**src/rtl/tank_pkg.sv**
```systemverilog
// rtl/tank_pkg.sv - shared tank types: movement directions, fire FSM states, HID keycodes
package tank_pkg;

    typedef enum logic [2:0] {
        NONE  = 3'd0,
        UP    = 3'd1,
        DOWN  = 3'd2,
        LEFT  = 3'd3,
        RIGHT = 3'd4
    } dir_t;

    typedef enum logic {
        READY = 1'b0,
        HELD  = 1'b1
    } fire_state_t;

    localparam logic [7:0] KC_W     = 8'h1A;
    localparam logic [7:0] KC_A     = 8'h04;
    localparam logic [7:0] KC_S     = 8'h16;
    localparam logic [7:0] KC_D     = 8'h07;
    localparam logic [7:0] KC_SPACE = 8'h2C;
    localparam logic [7:0] KC_UP    = 8'h52;
    localparam logic [7:0] KC_DOWN  = 8'h51;
    localparam logic [7:0] KC_LEFT  = 8'h50;
    localparam logic [7:0] KC_RIGHT = 8'h4F;
    localparam logic [7:0] KC_ENTER = 8'h28;

endpackage

```
**src/rtl/key_cmd_decoder_if.sv**
```systemverilog
// rtl/key_cmd_decoder_if.sv - per-frame tank command bundle from the decoder to the tanks
interface key_cmd_decoder_if;
    import tank_pkg::*;

    dir_t p1_move;
    dir_t p2_move;
    logic p1_fire;
    logic p2_fire;
    logic cmd_strobe;

    modport master (output p1_move, p2_move, p1_fire, p2_fire, cmd_strobe);
    modport slave  (input  p1_move, p2_move, p1_fire, p2_fire, cmd_strobe);
endinterface

```
**src/rtl/key_cmd_decoder_fire_ctrl.sv**
```systemverilog
// rtl/key_cmd_decoder_fire_ctrl.sv - per-player fire FSM with frame cooldown
// Optional KEY_AUTOFIRE_EN: re-fire from HELD once the cooldown has expired.
module fire_ctrl
    import tank_pkg::*;
#(
    parameter int COOLDOWN_FRAMES = 3
) (
    input  logic clk,
    input  logic rst_n,
    input  logic fedge,
    input  logic fire_req,
    output logic fire
);

    localparam int CDW = (COOLDOWN_FRAMES > 0) ? $clog2(COOLDOWN_FRAMES + 1) : 1;
    localparam logic [CDW-1:0] CD_LOAD = CDW'(COOLDOWN_FRAMES);

    fire_state_t     state_q, state_d;
    logic [CDW-1:0]  cd_q, cd_d;
    logic            fire_q, fire_d;

    always_comb begin
        state_d = state_q;
        cd_d    = cd_q;
        fire_d  = fire_q;
        if (fedge) begin
            // Cooldown ticks every frame regardless of state; a shot overrides it below
            fire_d = 1'b0;
            cd_d   = (cd_q == '0) ? '0 : cd_q - CDW'(1);
            case (state_q)
                READY: begin
                    if (fire_req && cd_q == '0) begin
                        fire_d  = 1'b1;
                        cd_d    = CD_LOAD;
                        state_d = HELD;
                    end
                end
                HELD: begin
`ifdef KEY_AUTOFIRE_EN
                    if (fire_req && cd_q == '0) begin
                        fire_d = 1'b1;
                        cd_d   = CD_LOAD;
                    end
`endif
                    if (!fire_req) state_d = READY;
                end
                default: state_d = READY;
            endcase
        end
    end

    always_ff @(posedge clk or negedge rst_n) begin
        if (!rst_n) begin
            state_q <= READY;
            cd_q    <= '0;
            fire_q  <= 1'b0;
        end else begin
            state_q <= state_d;
            cd_q    <= cd_d;
            fire_q  <= fire_d;
        end
    end

    assign fire = fire_q;

endmodule

```
**src/rtl/key_cmd_decoder.sv**
```systemverilog
// rtl/key_cmd_decoder.sv - debounced keycode to frame-aligned per-player tank commands
// Optional KEY_AUTOFIRE_EN (in fire_ctrl): held fire key re-fires after cooldown.
module key_cmd_decoder
    import tank_pkg::*;
#(
    parameter int DEBOUNCE_CYCLES = 50000,
    parameter int COOLDOWN_FRAMES = 3
) (
    input  logic        Clk,
    input  logic        Reset_n,
    input  logic [7:0]  keycode,
    input  logic        frame_clk,
    key_cmd_decoder_if.master cmd
);

    localparam int CW = (DEBOUNCE_CYCLES > 0) ? $clog2(DEBOUNCE_CYCLES + 1) : 1;
    localparam logic [CW-1:0] DB_MAX = CW'(DEBOUNCE_CYCLES);

    logic [7:0]    cand_q, cand_d;
    logic [CW-1:0] cnt_q, cnt_d;
    logic [7:0]    filt_q, filt_d;
    logic          sync1_q, sync2_q, hist_q;
    logic          fedge_q, fedge_d;
    dir_t          p1_move_q, p1_move_d, p2_move_q, p2_move_d;
    logic          strobe_q, strobe_d;

    dir_t          p1_dir, p2_dir;
    logic          p1_fire_req, p2_fire_req;
    logic          p1_fire, p2_fire;

    always_comb begin
        cand_d = cand_q;
        cnt_d  = cnt_q;
        filt_d = filt_q;
        if (keycode != cand_q) begin
            cand_d = keycode;
            cnt_d  = '0;
        end else if (cnt_q < DB_MAX) begin
            cnt_d = cnt_q + CW'(1);
        end
        if (cnt_q == DB_MAX) filt_d = cand_q;
    end

    always_comb begin
        p1_dir      = NONE;
        p2_dir      = NONE;
        p1_fire_req = 1'b0;
        p2_fire_req = 1'b0;
        case (filt_q)
            KC_W:     p1_dir = UP;
            KC_S:     p1_dir = DOWN;
            KC_A:     p1_dir = LEFT;
            KC_D:     p1_dir = RIGHT;
            KC_SPACE: p1_fire_req = 1'b1;
            KC_UP:    p2_dir = UP;
            KC_DOWN:  p2_dir = DOWN;
            KC_LEFT:  p2_dir = LEFT;
            KC_RIGHT: p2_dir = RIGHT;
            KC_ENTER: p2_fire_req = 1'b1;
            default:  ;
        endcase
    end

    // Edge is registered once more so outputs land three Clk after the synchroniser sees the rise
    always_comb begin
        fedge_d   = sync2_q & ~hist_q;
        p1_move_d = p1_move_q;
        p2_move_d = p2_move_q;
        strobe_d  = fedge_q;
        if (fedge_q) begin
            p1_move_d = p1_dir;
            p2_move_d = p2_dir;
        end
    end

    always_ff @(posedge Clk or negedge Reset_n) begin
        if (!Reset_n) begin
            cand_q    <= 8'h00;
            cnt_q     <= '0;
            filt_q    <= 8'h00;
            sync1_q   <= 1'b0;
            sync2_q   <= 1'b0;
            hist_q    <= 1'b0;
            fedge_q   <= 1'b0;
            p1_move_q <= NONE;
            p2_move_q <= NONE;
            strobe_q  <= 1'b0;
        end else begin
            cand_q    <= cand_d;
            cnt_q     <= cnt_d;
            filt_q    <= filt_d;
            sync1_q   <= frame_clk;
            sync2_q   <= sync1_q;
            hist_q    <= sync2_q;
            fedge_q   <= fedge_d;
            p1_move_q <= p1_move_d;
            p2_move_q <= p2_move_d;
            strobe_q  <= strobe_d;
        end
    end

    fire_ctrl #(.COOLDOWN_FRAMES(COOLDOWN_FRAMES)) u_fire_p1 (
        .clk      (Clk),
        .rst_n    (Reset_n),
        .fedge    (fedge_q),
        .fire_req (p1_fire_req),
        .fire     (p1_fire)
    );

    fire_ctrl #(.COOLDOWN_FRAMES(COOLDOWN_FRAMES)) u_fire_p2 (
        .clk      (Clk),
        .rst_n    (Reset_n),
        .fedge    (fedge_q),
        .fire_req (p2_fire_req),
        .fire     (p2_fire)
    );

    assign cmd.p1_move    = p1_move_q;
    assign cmd.p2_move    = p2_move_q;
    assign cmd.p1_fire    = p1_fire;
    assign cmd.p2_fire    = p2_fire;
    assign cmd.cmd_strobe = strobe_q;

endmodule

```
**src/flat_wrapper.sv**
```systemverilog
// flat-port wrapper written by rule: the top's interface ports become plain ports
module key_cmd_decoder_flat import tank_pkg::*;
#(
    parameter int DEBOUNCE_CYCLES = 50000,
    parameter int COOLDOWN_FRAMES = 3
)
  (Clk, Reset_n, keycode, frame_clk, cmd_p1_move, cmd_p2_move, cmd_p1_fire, cmd_p2_fire, cmd_cmd_strobe);
  key_cmd_decoder_if cmd_i ();
  input  logic Clk;
  input  logic Reset_n;
  input  logic [7:0] keycode;
  input  logic frame_clk;
  output wire logic [$bits(cmd_i.p1_move)-1:0] cmd_p1_move;
  output wire logic [$bits(cmd_i.p2_move)-1:0] cmd_p2_move;
  output wire logic [$bits(cmd_i.p1_fire)-1:0] cmd_p1_fire;
  output wire logic [$bits(cmd_i.p2_fire)-1:0] cmd_p2_fire;
  output wire logic [$bits(cmd_i.cmd_strobe)-1:0] cmd_cmd_strobe;
  assign cmd_p1_move = cmd_i.p1_move;
  assign cmd_p2_move = cmd_i.p2_move;
  assign cmd_p1_fire = cmd_i.p1_fire;
  assign cmd_p2_fire = cmd_i.p2_fire;
  assign cmd_cmd_strobe = cmd_i.cmd_strobe;
  key_cmd_decoder #(.DEBOUNCE_CYCLES(DEBOUNCE_CYCLES), .COOLDOWN_FRAMES(COOLDOWN_FRAMES)) u_core (.Clk(Clk), .Reset_n(Reset_n), .keycode(keycode), .frame_clk(frame_clk), .cmd(cmd_i));
endmodule
```
**config.mk**
```make
export PLATFORM = sky130hd
export DESIGN_NAME = key_cmd_decoder_flat
export DESIGN_NICKNAME = d
export VERILOG_FILES = /design/src/rtl/tank_pkg.sv /design/src/rtl/key_cmd_decoder_if.sv /design/src/rtl/key_cmd_decoder_fire_ctrl.sv /design/src/rtl/key_cmd_decoder.sv /design/src/flat_wrapper.sv
export SDC_FILE = /design/constraint.sdc
export NUM_CORES = 1
export LEC_CHECK = 0
export ABC_AREA = 1
export CORE_MARGIN = 2
export CORE_UTILIZATION = 45
export CTS_BUF_LIST = sky130_fd_sc_hd__clkbuf_8 sky130_fd_sc_hd__clkbuf_16
export DETAILED_ROUTE_END_ITERATION = 8
export GPL_TIMING_DRIVEN = 0
export MAX_ROUTING_LAYER = met4
export RECOVER_POWER = 100
export SYNTH_ARGS = -nofsm -noshare
export SYNTH_HDL_FRONTEND = slang
export SYNTH_SLANG_ARGS = --single-unit
```
**constraint.sdc**
```tcl
create_clock -name Clk -period 1.8 [get_ports Clk]
set_clock_uncertainty 0.2 [all_clocks]
set_input_delay 0.36 -clock Clk [delete_from_list [all_inputs] [get_ports Clk]]
set_output_delay 0.36 -clock Clk [all_outputs]
set_load 0.01 [all_outputs]
```
Word-level counts from Yosys, hierarchy flattened

Cells that the tools add are included.
Widths: inputs -> output; s select.

Input port bits: 11
Logic and storage cells: 61
Register bits after elaboration: 51
Output and inout port bits: 9

Multiplexer cells: 20
$lt $le $gt $ge: 1
Reductions and logical operators: 5
Eq/ne operators: 12
Bitwise logic cells: 4
Add/sub/neg operators: 3

Operator list:

| cell                  | count |
|---|---|
| $eq 8x7->1 const B    | 4 |
| $mux 16               | 2 |
| $pmux 3 s4            | 2 |
| $add 16x1->16 const B | 1 |
| $eq 16x16->1 const B  | 1 |
| $eq 8x3->1 const B    | 2 |
| $eq 8x5->1 const B    | 2 |
| $eq 8x6->1 const B    | 2 |
| $lt 16x16->1 const B  | 1 |
| $mux 2                | 6 |
| $mux 1                | 8 |
| $ne 8x8->1            | 1 |
| $logic_not 2->1       | 2 |
| $pmux 1 s2            | 2 |
| $sub 2x1->2 const B   | 2 |
| $not 1->1             | 3 |
| $logic_and 1x1->1     | 2 |
| $reduce_bool 2->1     | 1 |
| $and 1x1->1           | 1 |

Logic depth before layout (Yosys ltp)

Word-level depth: 5
Mapped depth: 10
Mapped depth without buffers: 9

By module

A second synthesis with hierarchy kept.

Cell total of the unflattened synthesis: 329
Area, all modules: 2562.5 um^2

By module, submodules not included:

| module          | area each (um^2) | cells an instance | sequential area each (um^2) | times used |
|---|---|---|---|---|
| key_cmd_decoder | 2214.6           | 287               | 1076.0                      | 1 |
| fire_ctrl       | 173.9            | 21                | 100.1                       | 2 |

Worst setup path after synthesis

OpenSTA, ideal clock, no wires.

Path kind: flip-flop to flip-flop
Start: reg u_core.cnt_q[1]
End: reg u_core.cnt_q[12]
Cell stages (with the launch flop): 9
Setup time: 0.117 ns
Period minus slack after synthesis: 1.525 ns
Path buffers: 0
Arrival: 1.208 ns
Path slack: 0.275 ns
Required time: 1.483 ns
Path through: dfrtp_1 > ha_1 > nand3_2 > nor2_2 > nand3_1 > nor2_1 > nand2_1 > nand2_1 > nor2_1

Cells in the longest elaborated chain, start to end: 3
Elaborated cells on any way between the ends: 5
Those cells by class: add/sub (1); order compare (1); mux (2); reduce/logical (1)

Ends and longest elaborated chain:

| what                     | line                  | text |
|---|---|---|
| start: declaration       | key_cmd_decoder.sv:20 | `logic [CW-1:0] cnt_q, cnt_d;` |
| start signal: assignment | key_cmd_decoder.sv:90 | `cnt_q <= cnt_d;` |
| $add 16x1->16            | key_cmd_decoder.sv:39 | `cnt_d = cnt_q + CW'(1);` |
| $mux 16                  | key_cmd_decoder.sv:38 | `end else if (cnt_q < DB_MAX) begin` |
| $mux 16                  | key_cmd_decoder.sv:35 | `if (keycode != cand_q) begin` |

Several ways; a longest one is shown, not always the timed one. The select of a mux whose other input is x is not followed.
A chain may end at the register's enable or synchronous reset.

Worst setup path in the final report

Start: reg u_core.p2_move_q[1], in the netlist u_core.cmd.p2_move[1]
End: out cmd_p2_move[1]

RTL lines:

| what                     | line                  | text |
|---|---|---|
| start: declaration       | key_cmd_decoder.sv:24 | `dir_t p1_move_q, p1_move_d, p2_move_q, p2_move_d;` |
| start signal: assignment | key_cmd_decoder.sv:97 | `p2_move_q <= p2_move_d;` |
| end: declaration         | flat_wrapper.sv:14    | `output wire logic [$bits(cmd_i.p2_move)-1:0] cmd_p2_move;` |

No word-level cell between the ends.

==> reports/qor.yml <==
status:
  outcome: "finished clean"
logic_synthesis:
  ys.flop_type: "dfrtp_1"
  synth_xor_xnor_area_share_pct: 0.681
  synth_top_family_by_area: "simple AND/OR/NAND/NOR gates"
  async_flop_share_pct: 100
  synthesis.area_mm2: 0.00257
  synth_edf_count: 0
  yosys.area_share.simple_pct: 33.4
  ys_types: 30
  ys_seq_area_share_pct: 49.6
  synthAdderAreaFrac_pct: 0.972
  synth_compound_area_share_pct: 5.49
  netlist_instances: 329
  ys.warnings.count: 0
  muxShareOfSynthArea_pct: 0
  syn_avg_cell_area_um2: 7.82
  syn_nets: 342
  ys_ff_latch: 51
worst_setup_path:
  crit_fanout: 2
  path_cells: "clkdlybuf4s50_1"
  cp_top_family: "buffers and inverters"
  arrival_ns: 1.20
  worst_path_max_delay_cell: "clkdlybuf4s50_1"
  path_class: "flop to primary output"
  worst_setup_path_end_kind: "primary output"
  path_buf_inv: 1
  critPathRequiredTime_ns: 1.24
  max_stage_delay_ns: 0.53
  setup.worst_path.start_class: "flop"
detailed_routing:
  drc: 0
  vias: 2055
  dr_wl_met2_mm: 2.15
  drt_iter0_markers: 64
  first_pass_iters: 4
  drt-met1-wl_mm: 2.41
  ant_nets: 0
  routed_wl_mm: 4.78
  routedWlPerCell_um: 10.9
  routed.top_layer: "met4"
  route.met3.wl_um: 150
  vias_per_cell: 4.69
final_layout:
  layout.cells.non_filler: 438
  fin_nets: 378
  postLayoutCoreUtil_pct: 55.8
  diodes: 0
  areaGrowthSynthToFinish_pct: 19.3
  drive_gt1_share_pct: 14.2
timing:
  finalSetupViolCount: 0
  tightest_slew_ns: 0.457
  period_minus_slack_ns: 1.76
  maxSlewHeadroom_pct: 69.5
  finalMaxSlewViolations: 0
  fin_crit_sh_pct: 97.9
  hold_violations: 0
  timing.fmax_mhz: 568
flow_run:
  cap_viol_max_count: 0
global_routing:
  grt_max_degree: 35
  grtUsageTotal_pct: 17.0
  antenna_found_initial: 0
  grt-ovfl-total: 0
  grt_pass1_wl_mm: 8.18
  grt_pass1_vias: 1820
min_path:
  min_path_type: "flop to flop"
clocking:
  clk_path_buf_depth: 2
  clock_latency_ns: 0.31
  htree_levels: 2
  cts_sinks: 51
  cts_made_buffers: 5
  clkTransAtPathRegs_ns: 0.10
  ctsRootBufferMaster: "clkbuf_8"
  cts_tree: "done"
die:
  die_area_mm2: 0.00634
  boundaryPins: 20
  start_util_pct: 46.7
  dieHeight_um: 79.6
  core_mm2: 0.00551
  num_rows: 27
  die_w_um: 79.6
placed_design:
  port_buffers: 19
  dp_hpwl_mm: 3.49
  dp.cells: 421
  gp_congestion: 0.792
power:
  vdd.ir_drop.worst_mv: 0.320
  power_density_mw_per_mm2: 654
  p_leak_nw: 1.50
report_power, final:
part / switching [mW] / internal (mW) / total (mW)
clock network: 0.382 / 0.314 / 0.696
registers: 0.0117 / 1.17 / 1.18
logic: 0.0761 / 0.0554 / 0.132
synth_stat cells (all sizes together) (4+ instances only):
master / instances / share of area [%]
nand2: 100 / 15
dfrtp: 51 / 50
a21oi: 5 / 0.97
nand4: 4 / 0.97
nor3: 10 / 2.5
nor2: 51 / 8.4
buf: 6 / 2.3
inv: 44 / 6.4
clkbuf: 8 / 1.2
o21ai: 11 / 3.2
nand3: 28 / 5.6
flip-flops by register name, summed over array words and instances (netlist names), 2 cells and up:
| name | count |
|---|---|
| u_core.cnt_q | 16 |
| u_core.cand_q | 8 |
| u_core.filt_q | 8 |
| u_core.cmd.p1_move | 3 |
| u_core.cmd.p2_move | 3 |
| u_core.u_fire_p1.cd_q | 2 |
| u_core.u_fire_p2.cd_q | 2 |
layer usage:
layer  vias to the layer above  track usage (%)
met5                         -                -
met4                         0             6.21
met3                         7             3.17
met2                        27             25.2
met1                       933             23.3
li1                       1088                -
timing repair:
| item | CTS | global route |
|---|---|---|
| setup endpoints to repair | 0 | 15 |
| setup buffers | 0 | 7 |
| endpoints found under the hold margin | 17 | 0 |
| hold buffers | 1 | 0 |
| resized for setup | 0 | 14 |
final timing paths:
check | startpoint | end | slack (ns) | depth (start not counted)
setup / recovery | u_core.cmd.p2_move[1] | cmd_p2_move[1] | 0.04 | 1
hold / removal | u_core.sync1_q | u_core.sync2_q | 0.16 | 0
hold reg to reg | u_core.sync1_q | u_core.sync2_q | 0.16 | 0
setup reg to reg | u_core.cnt_q[0] | u_core.filt_q[7] | 0.09 | 8
max in group asynchronous | Reset_n | u_core.filt_q[4] | 0.26 | 3
min in group asynchronous | Reset_n | u_core.cnt_q[14] | 0.30 | 2
cells in the final DEF (no fill, tap or decap), types with 4 or more instances in the layout:
master / instances
nand2_1: 94
nand3_1: 26
buf_4: 8
clkdlybuf4s50_1: 12
inv_1: 41
a21oi_1: 5
clkbuf_1: 8
nand4_1: 4
nand2_2: 4
dfrtp_1: 51
clkbuf_8: 6
nor3_1: 6
nor2_1: 46
o21ai_2: 7
clkdlybuf4s25_1: 4
cell families after synthesis:
family                     count (synthesis)
DFF                                       51
xor gates and xnor gates                   2
adders and majority gates                  2
buffers and inverters                     58
and+or+nand+nor                          195
AOI/OAI and AO/OA                         21
per-stage QoR:
step                setup WS [ns]  hold slack (ns)  cell area [um2]  power [mW]  setup TNS (ns)
floorplan                   0.275           -0.136             2570        1.26               0
global placement            -1.37            0.138             2850        1.33          -72.06
detailed placement         -0.251            0.122             2870        1.34           -2.69
CTS                        0.0160            0.163             2980        2.04               0
global route             -0.00932            0.171             3070        2.10         -0.0131
finish                     0.0379            0.163             3070        2.01               0
layout make-up:
| type | instances | area [um2] |
|---|---|---|
| Multi-Input combinational cell | 220 | 1070 |
| Buffer | 14 | 85.1 |
| Timing Repair Buffer | 29 | 280 |
| Inverter | 44 | 165 |
| Tap cell | 72 | 90.1 |
| Clock inverter | 2 | 16.3 |
| Fill cell | 517 | 2440 |
| Sequential cell | 51 | 1280 |
| Clock buffer | 6 | 82.6 |
(Power assumes the default switching activity.)
